<file path="config.mk">
export PLATFORM = sky130hd
export DESIGN_NAME = key_switch_input
export DESIGN_NICKNAME = d
export VERILOG_FILES = /design/src/rtl/key_switch_input.sv
export SDC_FILE = /design/constraint.sdc
export NUM_CORES = 1
export LEC_CHECK = 0
export ABC_CLOCK_PERIOD_IN_PS = 4900
export CAP_MARGIN = 0
export CORE_UTILIZATION = 52
export CTS_CLUSTER_SIZE = 10
export DETAILED_ROUTE_END_ITERATION = 10
export HOLD_SLACK_MARGIN = 0.15
export PLACE_DENSITY = 0.79
export SLEW_MARGIN = 30
export SYNTH_ARGS = -nofsm -noshare
export SYNTH_HDL_FRONTEND = slang
export SYNTH_SLANG_ARGS = --single-unit
export TNS_END_PERCENT = 20
</file>
<file path="constraint.sdc">
create_clock -name clk -period 4.9 [get_ports clk]
set_clock_uncertainty 0.15 [all_clocks]
set_input_delay 0.98 -clock clk [delete_from_list [all_inputs] [get_ports clk]]
set_output_delay 0.98 -clock clk [all_outputs]
set_load 0.02 [all_outputs]
</file>
<file path="src/rtl/key_switch_input.sv">
// Debounced DIP switches and push keys with sticky W1C key-press events; KEY_IRQ_EN adds CTRL and irq.
// Latency: rdata combinational, debounce worst case 2+3*SAMPLE_PERIOD+1 cycles; no backpressure, bus always accepted.
module key_switch_input #(
  parameter int SAMPLE_PERIOD = 25_000
) (
  input  logic        clk,
  input  logic        reset,
  input  logic [31:2] addr,
  input  logic        en,
  input  logic        Wen,
  input  logic [3:0]  ByteEn,
  input  logic [31:0] wdata,
  output logic [31:0] rdata,
  input  logic [31:0] switch_raw,
  input  logic [7:0]  key_raw_n,
  output logic        irq
);

  localparam int CW = $clog2(SAMPLE_PERIOD);

  logic [CW-1:0] tick_cnt;
  logic          tick;
  logic [31:0]   sw_s1, sw_s2;
  logic [7:0]    key_s1, key_s2;
  logic [39:0]   in_sync, hist0, hist1, db;
  logic [39:0]   all_one, all_zero;
  logic [7:0]    key_prev, key_rise, evt, evt_clr;
  logic [31:0]   ctrl_rd;
  logic [1:0]    off;
  logic          wr;
  logic          unused_bits;

  assign tick = (tick_cnt == CW'(SAMPLE_PERIOD - 1));

  always_ff @(posedge clk) begin
    if (reset) tick_cnt <= '0;
    else if (tick) tick_cnt <= '0;
    else tick_cnt <= tick_cnt + 1'b1;
  end

  // Keys reset to the released level so reset release never looks like a press.
  always_ff @(posedge clk) begin
    if (reset) begin
      sw_s1  <= '0;
      sw_s2  <= '0;
      key_s1 <= 8'hFF;
      key_s2 <= 8'hFF;
    end else begin
      sw_s1  <= switch_raw;
      sw_s2  <= sw_s1;
      key_s1 <= key_raw_n;
      key_s2 <= key_s1;
    end
  end

  assign in_sync = {~key_s2, sw_s2};

  // The incoming sample is the newest history entry, so the decision uses it directly.
  assign all_one  = in_sync & hist0 & hist1;
  assign all_zero = ~(in_sync | hist0 | hist1);

  always_ff @(posedge clk) begin
    if (reset) begin
      hist0 <= '0;
      hist1 <= '0;
      db    <= '0;
    end else if (tick) begin
      hist0 <= in_sync;
      hist1 <= hist0;
      db    <= (db | all_one) & ~all_zero;
    end
  end

  assign wr       = en & Wen;
  assign off      = addr[3:2];
  assign key_rise = db[39:32] & ~key_prev;
  assign evt_clr  = (wr && off == 2'd2 && ByteEn[0]) ? wdata[7:0] : 8'h00;

  always_ff @(posedge clk) begin
    if (reset) begin
      key_prev <= '0;
      evt      <= '0;
    end else begin
      key_prev <= db[39:32];
      evt      <= (evt & ~evt_clr) | key_rise;
    end
  end

`ifdef KEY_IRQ_EN
  logic [7:0] evt_mask;
  logic       irq_en;

  always_ff @(posedge clk) begin
    if (reset) begin
      evt_mask <= '0;
      irq_en   <= 1'b0;
      irq      <= 1'b0;
    end else begin
      if (wr && off == 2'd3) begin
        if (ByteEn[0]) evt_mask <= wdata[7:0];
        if (ByteEn[1]) irq_en   <= wdata[8];
      end
      irq <= irq_en & |(evt & evt_mask);
    end
  end

  assign ctrl_rd = {23'h0, irq_en, evt_mask};
`else
  assign ctrl_rd = 32'h0;
  assign irq     = 1'b0;
`endif

  assign unused_bits = ^{addr[31:4], ByteEn[3:1], wdata[31:8]};

  always_comb begin
    rdata = 32'h0;
    if (en) begin
      case (off)
        2'd0: rdata = db[31:0];
        2'd1: rdata = {24'h0, db[39:32]};
        2'd2: rdata = {24'h0, evt};
        default: rdata = ctrl_rd;
      endcase
    end
  end

endmodule

</file>
==> reports/qor.txt <==
Ratio of cells with drive above 1 in the final layout - 5.72%
Hold Crit Start - key_s1[4]
Unique masters post-synth - 34
Worst-Margin Slew - 0.856 ns
RSZ-0062 raised after global routing - no
Final Hold Violating Endpoints - 0
Initial core utilization - 53.9%
Overflow after GRT - 0
Gate Count Post-Synth - 933
Max Fclk - 237 MHz
Root Buffer - clkbuf_16
Fillers - 1323
Worst-Skew Late Latency - 0.51 ns
Worst Path Required - 3.77 ns
Total Neg Setup Slack - 0 ns
Number of buffers created by CTS - 27
Gpl congestion - 0.783
CP endpoint kind - primary output
Die width - 128 um
Slew Limit Fails - 0
CP Launch Type - primary input
Mapped Area - 8320 sq um
# DRC - 0
Detailed-route wire length - 15400 um
Port bufs - 86
# diodes - 0
Wire per inst - 12.8 um
All-Layer GR Usage - 19.2%
Post-synthesis sequential area ratio - 55.6%
Worst Hold Class - reg -> reg
WP data arrival - 3.10 ns
Min cycle time layout - 4.23 ns
Initial antenna violation count - 0
R2r startpoint - tick_cnt[0]
Type of the worst setup path - in -> out
Maxcap violations - 0
Drt pass-1 iters - 7
H-tree lvl count - 1
Routed vias/inst - 5.25
Die Ht - 128 um
Final period util - 86.2%
ANT nets after route - 0
Top cell type's share of synthesized area - 55.6%
Pwr Total - 3.69 mW
Min Hold Slack - 0.256 ns
Area grow syn2layout - 19.5%
Most common cell after layout, fill and taps aside - dfxtp_1
Crit Path Max Fanout - 24
First-pass GRT wire length - 26400 um
Layout Utilization - 64.4%
Outcome - finished, final reports clean
Postcts setup bufs - 0
CTS tree - yes
Top cells by area, synth - dfxtp_1 (56%), nand2_1 (7.0%), nor2b_1 (6.1%)
Syn nets - 1044
Core box area - 15400 sq um
Pleak - 3.46 nW
Hold buffers post-CTS - 0
Clk slew on worst S/H paths - 0.05 ns
Area leader, netlist - dfxtp_1
CP Launch Point - addr[2]
Largest net degree at the start of global routing - 125
Top-Level Pins - 143
Vias in the first global route - 5883
Die area - 16500 sq um
Synthesized area per cell - 8.92 sq um
Final HPWL DP - 9310 um
Post-CTS sizing - 0
Worst vdd ir - 0.000300 V
Row count - 45
Slew headroom - 42.9%
Detailed-route via count - 6339
Power density over the cells - 371 nW/um^2
Sink Count - 231
DRT iter0 DRCs - 310
FF+latch count, synth - 231
Commonest cells after routing, fill and taps aside - dfxtp_1 (231), nand2_1 (155), clkdlybuf4s50_1 (85)
# setup viols final - 0
NumNets Final - 1106
Synth warn - 0
Maximum root-to-sink buffer count - 3
==> report_power, final <==
| group | leakage (nW) | internal (mW) | switching (mW) | total, mW |
|---|---|---|---|---|
| Combinational | 1.24 | 0.0613 | 0.0504 | 0.112 |
| Sequential | 1.88 | 1.91 | 0.0143 | 1.93 |
| Clock | 0.345 | 0.983 | 0.668 | 1.65 |
| Total | 3.46 | 2.96 | 0.733 | 3.69 |
==> critical path: stages <==
cell	delay, ns
clkdlybuf4s50_1	0.71
nor3b_2	0.27
buf_4	0.31
and2_1	0.20
clkdlybuf4s50_1	0.60
==> cells by family after synthesis <==
logic type / after synthesis / share of synthesized area, %
buf+inv: 69 / 3.77
mux: 8 / 0.963
simple gates: 474 / 29.1
compound gates: 137 / 9.08
flops: 231 / 55.6
other cells: 1 / 0.0451
fa+ha+maj: 1 / 0.150
xor+xnor: 12 / 1.26
==> Yosys cell counts, drive strengths merged <==
| library cell | number |
|---|---|
| a211oi | 8 |
| a21oi | 81 |
| a31oi | 40 |
| and2 | 33 |
| and3 | 1 |
| and4 | 5 |
| and4b | 1 |
| and4bb | 2 |
| buf | 17 |
| clkbuf | 43 |
| conb | 1 |
| dfxtp | 231 |
| ha | 1 |
| inv | 9 |
| mux2i | 8 |
| nand2 | 155 |
| nand2b | 2 |
| nand3 | 12 |
| nand3b | 1 |
| nand4 | 7 |
| nor2 | 72 |
| nor2b | 81 |
| nor3 | 2 |
| nor3b | 1 |
| nor4 | 81 |
| nor4b | 1 |
| nor4bb | 1 |
| o21ai | 8 |
| or2 | 16 |
| xnor2 | 4 |
| xor2 | 8 |
==> final timing paths <==
kind	to	slack, ns	cells past startpoint
min reg2reg	key_s2[4]	0.26	1
max	rdata[30]	0.67	5
max reg2reg	db[23]	2.15	6
min	key_s2[4]	0.26	1
==> state kept, by name (all words and copies together), names as in the netlist <==
name,count
key_prev,8
tick_cnt,15
evt,8
hist0,40
sw_s2,32
db,40
key_s1,8
hist1,40
sw_s1,32
key_s2,8
==> layout make-up <==
class	instances	area (sq um)	share of cell area (%)
clock buffers	29	693	6.97
clock inverters	1	8.76	0.0881
inverters	9	33.8	0.340
multi-input cells	633	3390	34.1
flip-flops and latches	231	4620	46.5
well taps	211	264	2.66
repair buffers	93	927	9.33
==> routing by layer <==
metal | routed length, um | GRT usage [%] | vias to the layer above
li1 | - | - | 3281
met1 | 7260 | 25.0 | 2945
met2 | 7300 | 32.7 | 92
met3 | 535 | 2.41 | 21
met4 | 308 | 6.78 | 0
met5 | 0 | 0 | -
==> stage by stage <==
| stage | setup WS, ns | area, sq um | cells |
|---|---|---|---|
| 2_1_floorplan | 1.66 | 8320 | 933 |
| 5_1_grt | 0.542 | 9940 | 1207 |
| 3_3_place_gp | 0.677 | 9240 | 1177 |
| 3_5_place_dp | 0.654 | 9240 | 1177 |
| 4_1_cts | 0.650 | 9940 | 1207 |
| 6_report | 0.675 | 9940 | 1207 |
Power figures use the tool's default switching activity.
